--- src/rtl/fadd_issue_arbiter_if.sv ---
// Request channel for one fadd issue requester: operands, op select, tag and handshake.
interface fadd_issue_arbiter_if #(
    parameter int TAG_W = 5
);
    logic             valid;
    logic             ready;
    logic [31:0]      s;
    logic [31:0]      t;
    logic             sub;
    logic [TAG_W-1:0] tag;

    modport master (output valid, s, t, sub, tag, input ready);
    modport slave  (input valid, s, t, sub, tag, output ready);
endinterface

--- src/rtl/fadd_issue_arbiter.sv ---
// Round-robin issue of two requesters onto one non-stalling pipelined fadd unit;
// id/tag travel in a shadow pipeline so each result returns with its owner.
module fadd_issue_arbiter #(
    parameter int TAG_W = 5,
    parameter int LAT   = 2
) (
    input  logic                 clk,
    input  logic                 rst,
    fadd_issue_arbiter_if.slave  req0,
    fadd_issue_arbiter_if.slave  req1,
    input  logic                 flush_i,
    output logic [31:0]          fadd_s_o,
    output logic [31:0]          fadd_t_o,
    input  logic [31:0]          fadd_d_i,
    output logic                 res_valid_o,
    output logic                 res_id_o,
    output logic [TAG_W-1:0]     res_tag_o,
    output logic [31:0]          res_d_o,
    output logic [2:0]           inflight_o,
    output logic                 idle_o
);
    logic                      ptr_q, ptr_d;
    logic                      gnt0, gnt1;
    logic                      acc, acc_id;
    logic [31:0]               fadd_s_q, fadd_s_d;
    logic [31:0]               fadd_t_q, fadd_t_d;
    logic [TAG_W-1:0]          iss_tag;
    logic [LAT:0]              vld_pipe_q, vld_pipe_d;
    logic [LAT:0]              id_pipe_q, id_pipe_d;
    logic [LAT:0][TAG_W-1:0]   tag_pipe_q, tag_pipe_d;
    logic [2:0]                inflight_q, inflight_d;

    always_comb begin
        gnt0 = 1'b0;
        gnt1 = 1'b0;
        if (req0.valid && req1.valid) begin
            gnt0 = ~ptr_q;
            gnt1 = ptr_q;
        end else begin
            gnt0 = req0.valid;
            gnt1 = req1.valid;
        end
    end

    assign req0.ready = gnt0 & ~flush_i & ~rst;
    assign req1.ready = gnt1 & ~flush_i & ~rst;
    assign acc        = req0.ready | req1.ready;
    assign acc_id     = req1.ready;

    always_comb begin
        ptr_d      = ptr_q;
        fadd_s_d   = fadd_s_q;
        fadd_t_d   = fadd_t_q;
        iss_tag    = '0;
        inflight_d = inflight_q;
        if (acc) begin
            ptr_d = ~ptr_q;
            if (acc_id) begin
                fadd_s_d = req1.s;
                fadd_t_d = {req1.t[31] ^ req1.sub, req1.t[30:0]};
                iss_tag  = req1.tag;
            end else begin
                fadd_s_d = req0.s;
                fadd_t_d = {req0.t[31] ^ req0.sub, req0.t[30:0]};
                iss_tag  = req0.tag;
            end
        end
        // Slot 0 is the issue register; slot LAT lines up with fadd_d_i.
        vld_pipe_d = flush_i ? '0 : {vld_pipe_q[LAT-1:0], acc};
        id_pipe_d  = {id_pipe_q[LAT-1:0], acc_id};
        tag_pipe_d = {tag_pipe_q[LAT-1:0], iss_tag};
        if (flush_i) begin
            inflight_d = 3'd0;
        end else if (acc && !vld_pipe_q[LAT]) begin
            inflight_d = inflight_q + 3'd1;
        end else if (!acc && vld_pipe_q[LAT]) begin
            inflight_d = inflight_q - 3'd1;
        end
    end

    always_ff @(posedge clk) begin
        if (rst) begin
            ptr_q      <= 1'b0;
            fadd_s_q   <= '0;
            fadd_t_q   <= '0;
            vld_pipe_q <= '0;
            id_pipe_q  <= '0;
            tag_pipe_q <= '0;
            inflight_q <= '0;
        end else begin
            ptr_q      <= ptr_d;
            fadd_s_q   <= fadd_s_d;
            fadd_t_q   <= fadd_t_d;
            vld_pipe_q <= vld_pipe_d;
            id_pipe_q  <= id_pipe_d;
            tag_pipe_q <= tag_pipe_d;
            inflight_q <= inflight_d;
        end
    end

    assign fadd_s_o    = fadd_s_q;
    assign fadd_t_o    = fadd_t_q;
    assign res_valid_o = vld_pipe_q[LAT];
    assign res_id_o    = id_pipe_q[LAT];
    assign res_tag_o   = tag_pipe_q[LAT];
    assign res_d_o     = fadd_d_i;
    assign inflight_o  = inflight_q;
    assign idle_o      = (inflight_q == 3'd0);
endmodule

--- src/flat_wrapper.sv ---
// flat-port wrapper written by rule: the top's interface ports become plain ports
module fadd_issue_arbiter_flat 
#(
    parameter int TAG_W = 5,
    parameter int LAT   = 2
)
  (clk, rst, flush_i, fadd_s_o, fadd_t_o, fadd_d_i, res_valid_o, res_id_o, res_tag_o, res_d_o, inflight_o, idle_o, req0_valid, req0_s, req0_t, req0_sub, req0_tag, req0_ready, req1_valid, req1_s, req1_t, req1_sub, req1_tag, req1_ready);
  fadd_issue_arbiter_if #(.TAG_W(TAG_W)) req0_i ();
  fadd_issue_arbiter_if #(.TAG_W(TAG_W)) req1_i ();
  input  logic clk;
  input  logic rst;
  input  logic flush_i;
  output logic [31:0] fadd_s_o;
  output logic [31:0] fadd_t_o;
  input  logic [31:0] fadd_d_i;
  output logic res_valid_o;
  output logic res_id_o;
  output logic [TAG_W-1:0] res_tag_o;
  output logic [31:0] res_d_o;
  output logic [2:0] inflight_o;
  output logic idle_o;
  input wire logic [$bits(req0_i.valid)-1:0] req0_valid;
  input wire logic [$bits(req0_i.s)-1:0] req0_s;
  input wire logic [$bits(req0_i.t)-1:0] req0_t;
  input wire logic [$bits(req0_i.sub)-1:0] req0_sub;
  input wire logic [$bits(req0_i.tag)-1:0] req0_tag;
  output wire logic [$bits(req0_i.ready)-1:0] req0_ready;
  input wire logic [$bits(req1_i.valid)-1:0] req1_valid;
  input wire logic [$bits(req1_i.s)-1:0] req1_s;
  input wire logic [$bits(req1_i.t)-1:0] req1_t;
  input wire logic [$bits(req1_i.sub)-1:0] req1_sub;
  input wire logic [$bits(req1_i.tag)-1:0] req1_tag;
  output wire logic [$bits(req1_i.ready)-1:0] req1_ready;
  assign req0_i.valid = req0_valid;
  assign req0_i.s = req0_s;
  assign req0_i.t = req0_t;
  assign req0_i.sub = req0_sub;
  assign req0_i.tag = req0_tag;
  assign req0_ready = req0_i.ready;
  assign req1_i.valid = req1_valid;
  assign req1_i.s = req1_s;
  assign req1_i.t = req1_t;
  assign req1_i.sub = req1_sub;
  assign req1_i.tag = req1_tag;
  assign req1_ready = req1_i.ready;
  fadd_issue_arbiter #(.TAG_W(TAG_W), .LAT(LAT)) u_core (.clk(clk), .rst(rst), .req0(req0_i), .req1(req1_i), .flush_i(flush_i), .fadd_s_o(fadd_s_o), .fadd_t_o(fadd_t_o), .fadd_d_i(fadd_d_i), .res_valid_o(res_valid_o), .res_id_o(res_id_o), .res_tag_o(res_tag_o), .res_d_o(res_d_o), .inflight_o(inflight_o), .idle_o(idle_o));
endmodule
--- config.mk ---
export PLATFORM = sky130hd
export DESIGN_NAME = fadd_issue_arbiter_flat
export DESIGN_NICKNAME = d
export VERILOG_FILES = /design/src/rtl/fadd_issue_arbiter_if.sv /design/src/rtl/fadd_issue_arbiter.sv /design/src/flat_wrapper.sv
export SDC_FILE = /design/constraint.sdc
export NUM_CORES = 1
export LEC_CHECK = 0
export ABC_AREA = 1
export BUFFER_PORTS_ARGS = -buffer_cell sky130_fd_sc_hd__buf_2
export CAP_MARGIN = 20
export CORE_UTILIZATION = 30
export DETAILED_ROUTE_END_ITERATION = 10
export PLACE_DENSITY = 0.63
export REMOVE_ABC_BUFFERS = 1
export SLEW_MARGIN = 40
export SYNTH_ARGS = -nofsm -noshare
export SYNTH_HDL_FRONTEND = slang
export SYNTH_SLANG_ARGS = --single-unit
--- constraint.sdc ---
create_clock -name clk -period 6.36 [get_ports clk]
set_clock_uncertainty 0.15 [all_clocks]
set_input_delay 0.954 -clock clk [delete_from_list [all_inputs] [get_ports clk]]
set_output_delay 0.954 -clock clk [all_outputs]
set_load 0.01 [all_outputs]
* Yosys cells after proc, flatten, opt, wreduce, memory -nomap -nowiden
Index checks and enable logic that the tools add are counted.
** Operators by class
- Add/subtract/negate cells :: 2
- Bitwise gates (word level) :: 11
- Reduce and logical (&&, ||, !) cells :: 9
- Mux-type cells :: 7
** Operator list (number)
- 2-to-1 mux 32 bit :: 2
- 2-to-1 mux 3 bit :: 2
- 2-to-1 mux 5 bit :: 1
- AND 1 bit :: 4
- inverter 1 bit :: 4
- OR reduction 2 bit :: 2
- adder 3 x 1 -> 3 bit (second input constant) :: 1
- logical AND 1 bit :: 3
- logical NOT 3 bit :: 1
- subtractor 3 x 1 -> 3 bit (second input constant) :: 1
- logical NOT 1 bit :: 2
- 2-to-1 mux 1 bit :: 2
- nonzero test 2 bit :: 1
- bitwise XOR 1 bit :: 2
- OR 1 bit :: 1
** Storage, ports and cells
- Input port bits :: 177
- Register bits :: 89
- Logic and storage cells :: 38
- Output and inout bits :: 109

* Longest topological paths before layout
- Depth after elaboration :: 9
- Gate-level depth with buffers :: 15
- Mapped depth without buffers :: 13

* Least setup slack after synthesis
No wires, ideal clock.
- Path type :: input-to-reg
- Start point :: input rst
- End point :: register u_core.inflight_q[2] (netlist: u_core.inflight_o[2])
- Library setup time :: 0.113 ns
- Data arrival time :: 2.584 ns
- Slack :: 3.513 ns
- Data required time :: 6.097 ns
- Buffers on the path :: 3
- Stages :: 13
- Path through :: buf_6 > nor2_8 > nand3_4 > nand2_4 > buf_12 > buf_8 > ha_1 > inv_1 > fa_1 > a21oi_1 > o21ai_0 > nor2_1 > nor2_1
** Between the ends
- Longest elaborated chain between the ends :: 6
- Elaborated cells on any way between the ends :: 10
- Classes of those cells :: 1 x mux; 4 x bitwise; 5 x reduce/logical
** RTL lines
- start, declared :: RTL line flat_wrapper.sv:11 : input logic rst;
- inverter 1 bit (*) :: RTL line fadd_issue_arbiter.sv:45, fadd_issue_arbiter.sv:46
- AND 1 bit, on equally long branches :: RTL line fadd_issue_arbiter.sv:45, fadd_issue_arbiter.sv:46
- OR 1 bit (*) :: RTL line fadd_issue_arbiter.sv:47 : assign acc = req0.ready | req1.ready;
- named net u_core.acc :: RTL line fadd_issue_arbiter.sv:24 : logic acc, acc_id;
- logical NOT 1 bit :: RTL line fadd_issue_arbiter.sv:76 : end else if (!acc && vld_pipe_q[LAT]) begin
- logical AND 1 bit :: RTL line fadd_issue_arbiter.sv:76
- nonzero test 2 bit (no line)
- end signal, assigned :: RTL line fadd_issue_arbiter.sv:97 : inflight_q <= inflight_d;
- end, declared :: RTL line fadd_issue_arbiter.sv:31 : logic [2:0] inflight_q, inflight_d;
The timed path passes the listed nets; every way through them passes the cells marked *.
A chain may end at the register's enable or synchronous reset.

* Worst setup path after layout
- Start point :: input rst
- End point :: output req1_ready
** Between the ends
- Longest elaborated chain between the ends :: 2
** RTL lines
- inverter 1 bit :: RTL line fadd_issue_arbiter.sv:46 : assign req1.ready = gnt1 & ~flush_i & ~rst;
- AND 1 bit :: RTL line fadd_issue_arbiter.sv:46
- end, declared :: RTL line flat_wrapper.sv:33 : output wire logic [$bits(req1_i.ready)-1:0] req1_ready;
Every way passes these cells.

==> results.yml <==
status:
  status: "completed"
critical_path:
  critPathArrivalTime_ns: 3.04
  crit_required_ns: 5.26
  criticalPathCategory: "in2out"
  crit_top_cell: "buf_4"
  crit_path_end_kind: "primary output"
  r2r_end: "u_core.fadd_t_o[4]"
  r2r-start: "u_core.ptr_q"
  reg2reg_slack_ns: 3.20
  critPathMaxFanout: 72
  max_stage_delay_ns: 0.62
  cp-start-kind: "input port"
  crit_chain: "buf_4 > nor2_8 > nand2_4 > buf_4 > inv_1 > buf_2"
  reg2reg_depth: 8
  cp_slowest_cell: "buf_4"
power:
  ir_drop_mv: 0.110
  power.leakage_nw: 3.27
  power_density_nw_per_um2: 215
detailed_routing:
  dr.pass1.iters: 4
  drc: 0
  wire_per_inst_um: 13.3
  vias: 4661
  drt_iter0_markers: 142
  avgViaCountPerCell: 4.34
  ant_nets: 0
  wl_mm: 14.3
synth:
  synth_warnings: 0
  ys_ff_latch: 89
  synth.top_cells.by_count: "inv_1, nand2_1, dfxtp_1"
  synthDominantCellAreaShare: 0.340
  synth_area_leader_cell: "dfxtp_1"
  synth_ff_type: "dfxtp_1"
  yosysMostFrequentCell: "inv_1"
  seq_area_frac_synth: 0.340
  synth-edff-count: 0
  synth-async-reset-ratio: 0
  postSynthAreaPerCell_um2: 7.60
  ys_types: 30
  synth_cells: 689
  synth_area_leaders: "dfxtp_1, nand3_2, inv_1"
  synth.cell_area_um2: 5240
timing:
  rsz0062_at_grt: "false"
  setup_viol: 0
  finalCritPeriodShare: 0.652
  maxSlewHeadroom: 0.475
  setup_ws_ns: 2.22
  max_clock_freq_mhz: 241
  period_needed_ns: 4.14
  tightestPinTransition_ns: 0.787
  tns_ns: 0
  finalHoldViolCount: 0
  slew_violations: 0
place:
  gp_congestion: 0.810
  dp_hpwl_mm: 10.1
  dp_slack_ns: 2.22
  io_buffers: 221
global_routing:
  grt_max_degree: 73
  grt_first_pass_wirelength_mm: 21.8
  antenna_found_initial: 0
  overflow: 0
  gr-usage-all-layers: 0.157
  grt_pass1_vias: 4402
clock_tree:
  cts_sinks: 89
  cts_resized: 0
  cts_buffer_depth: 2
  post_cts_buffers: 0
  clk_latency_ns: 0.34
  cts_buffers: 9
  clk_pin_slew_ns: 0.07
  clock-root-buffer: "clkbuf_16"
  cts_tree: "done"
  ctsHoldBuffers: 0
  htreeDepth: 3
cells_and_area:
  drive_gt1_frac: 0.441
  syn_to_final_growth_pct: 21.9
  final_nets: 1029
  fillers: 1840
  n_antenna_cell: 0
floorplan:
  die_area_um2: 18000
  fp.dieH_um: 134
  core_area_um2: 16800
  start_util: 0.311
  fp.dieW_um: 134
  top_level_ports: 286
  rows: 47
hold_path:
  worstHoldStart: "u_core.id_pipe_q[0]"
  hold_depth: 2
  min-delay-path-class: "reg2reg"
  min_to: "u_core.id_pipe_q[1]"
job:
  drv_cap: 0
[registers in the layout, indices dropped and copies added (netlist names)]
name and flops:
u_core.fadd_s_o 32, u_core.fadd_t_o 32, u_core.id_pipe_q 3, u_core.inflight_o 3, u_core.ptr_q 1, u_core.res_tag_o 5
u_core.tag_pipe_d 10, u_core.vld_pipe_q 3
[worst max-delay path: cells and delay by family]
kind / cells / cell delay, ns
buf+inv: 4 / 1.63
simple gates: 2 / 0.38
[stage by stage]
step                      hold slack (ns)  instances  cell area, um^2  power [mW]   util
after floorplan                     0.238        614             4670       0.749      -
after global placement              0.238       1059             6080       0.862  0.362
after detailed placement            0.242       1059             6080       0.864  0.362
after CTS                           0.246       1075             6380        1.40  0.380
after global routing                0.258       1075             6380        1.45  0.380
final                               0.248       1075             6380        1.37  0.380
[layer usage]
| metal | track usage | wire length, um | vias up |
|---|---|---|---|
| li1 | - | - | 2385 |
| met1 | 0.192 | 6470 | 2059 |
| met2 | 0.242 | 6150 | 198 |
| met3 | 0.0729 | 1400 | 17 |
| met4 | 0.0456 | 180 | 2 |
| met5 | 0.0361 | 55 | - |
[logic make-up after synthesis]
| group | after synthesis | share of synthesized area |
|---|---|---|
| AO/OA/AOI/OAI | 74 | 0.117 |
| XOR/XNOR | 3 | 0.00502 |
| flip-flops | 89 | 0.340 |
| AND/OR/NAND/NOR | 296 | 0.315 |
| buffers and inverters | 225 | 0.216 |
| adder cells (fa/ha/maj) | 2 | 0.00621 |
[layout make-up]
class / count / area, um^2 / share of cell area
multi-input combinational: 375 / 2320 / 0.364
sequential: 89 / 1780 / 0.279
timing repair buffer: 225 / 1140 / 0.178
inverter: 150 / 568 / 0.0890
tap: 220 / 275 / 0.0431
clock buffer: 9 / 225 / 0.0353
clock inverter: 7 / 73.8 / 0.0116
[where the power goes]
group          internal (mW)  switching (mW)
registers              0.585          0.0138
logic                 0.0984           0.151
clock network          0.277           0.249
total                  0.961           0.414
[worst max path at each step]
stage | start | end | slack, ns | cells past startpoint
after floorplan | flush_i | u_core.inflight_o[2] | 2.29 | 11
after global placement | rst | req1_ready | 2.25 | 6
after detailed placement | rst | req1_ready | 2.22 | 6
after CTS | rst | req1_ready | 2.21 | 6
after global routing | rst | req1_ready | 2.06 | 6
final | rst | req1_ready | 2.22 | 6
[cell usage in the layout, fill, tap and decap left out]
cell | Yosys | routed
nor2_8 | 1 | 1
nand3_2 | 63 | 63
nor3b_2 | 1 | 1
inv_6 | 1 | 2
clkinv_8 | 0 | 1
o21bai_2 | 1 | 1
inv_8 | 0 | 2
nand2_4 | 3 | 3
a21oi_1 | 2 | 2
nand3_4 | 1 | 1
nor3_1 | 1 | 1
o21ai_0 | 2 | 2
nand2_2 | 1 | 1
nor2_1 | 31 | 31
buf_4 | 32 | 5
nand2_1 | 131 | 131
inv_2 | 1 | 1
fa_1 | 1 | 1
xnor2_1 | 2 | 2
a21oi_2 | 63 | 63
inv_1 | 148 | 148
o21ai_1 | 6 | 6
buf_2 | 25 | 220
nand3_1 | 63 | 63
clkinv_4 | 0 | 3
clkbuf_16 | 0 | 9
xor2_1 | 1 | 1
dfxtp_1 | 89 | 89
ha_1 | 1 | 1
No activity file was read; power rests on OpenSTA's default activity.
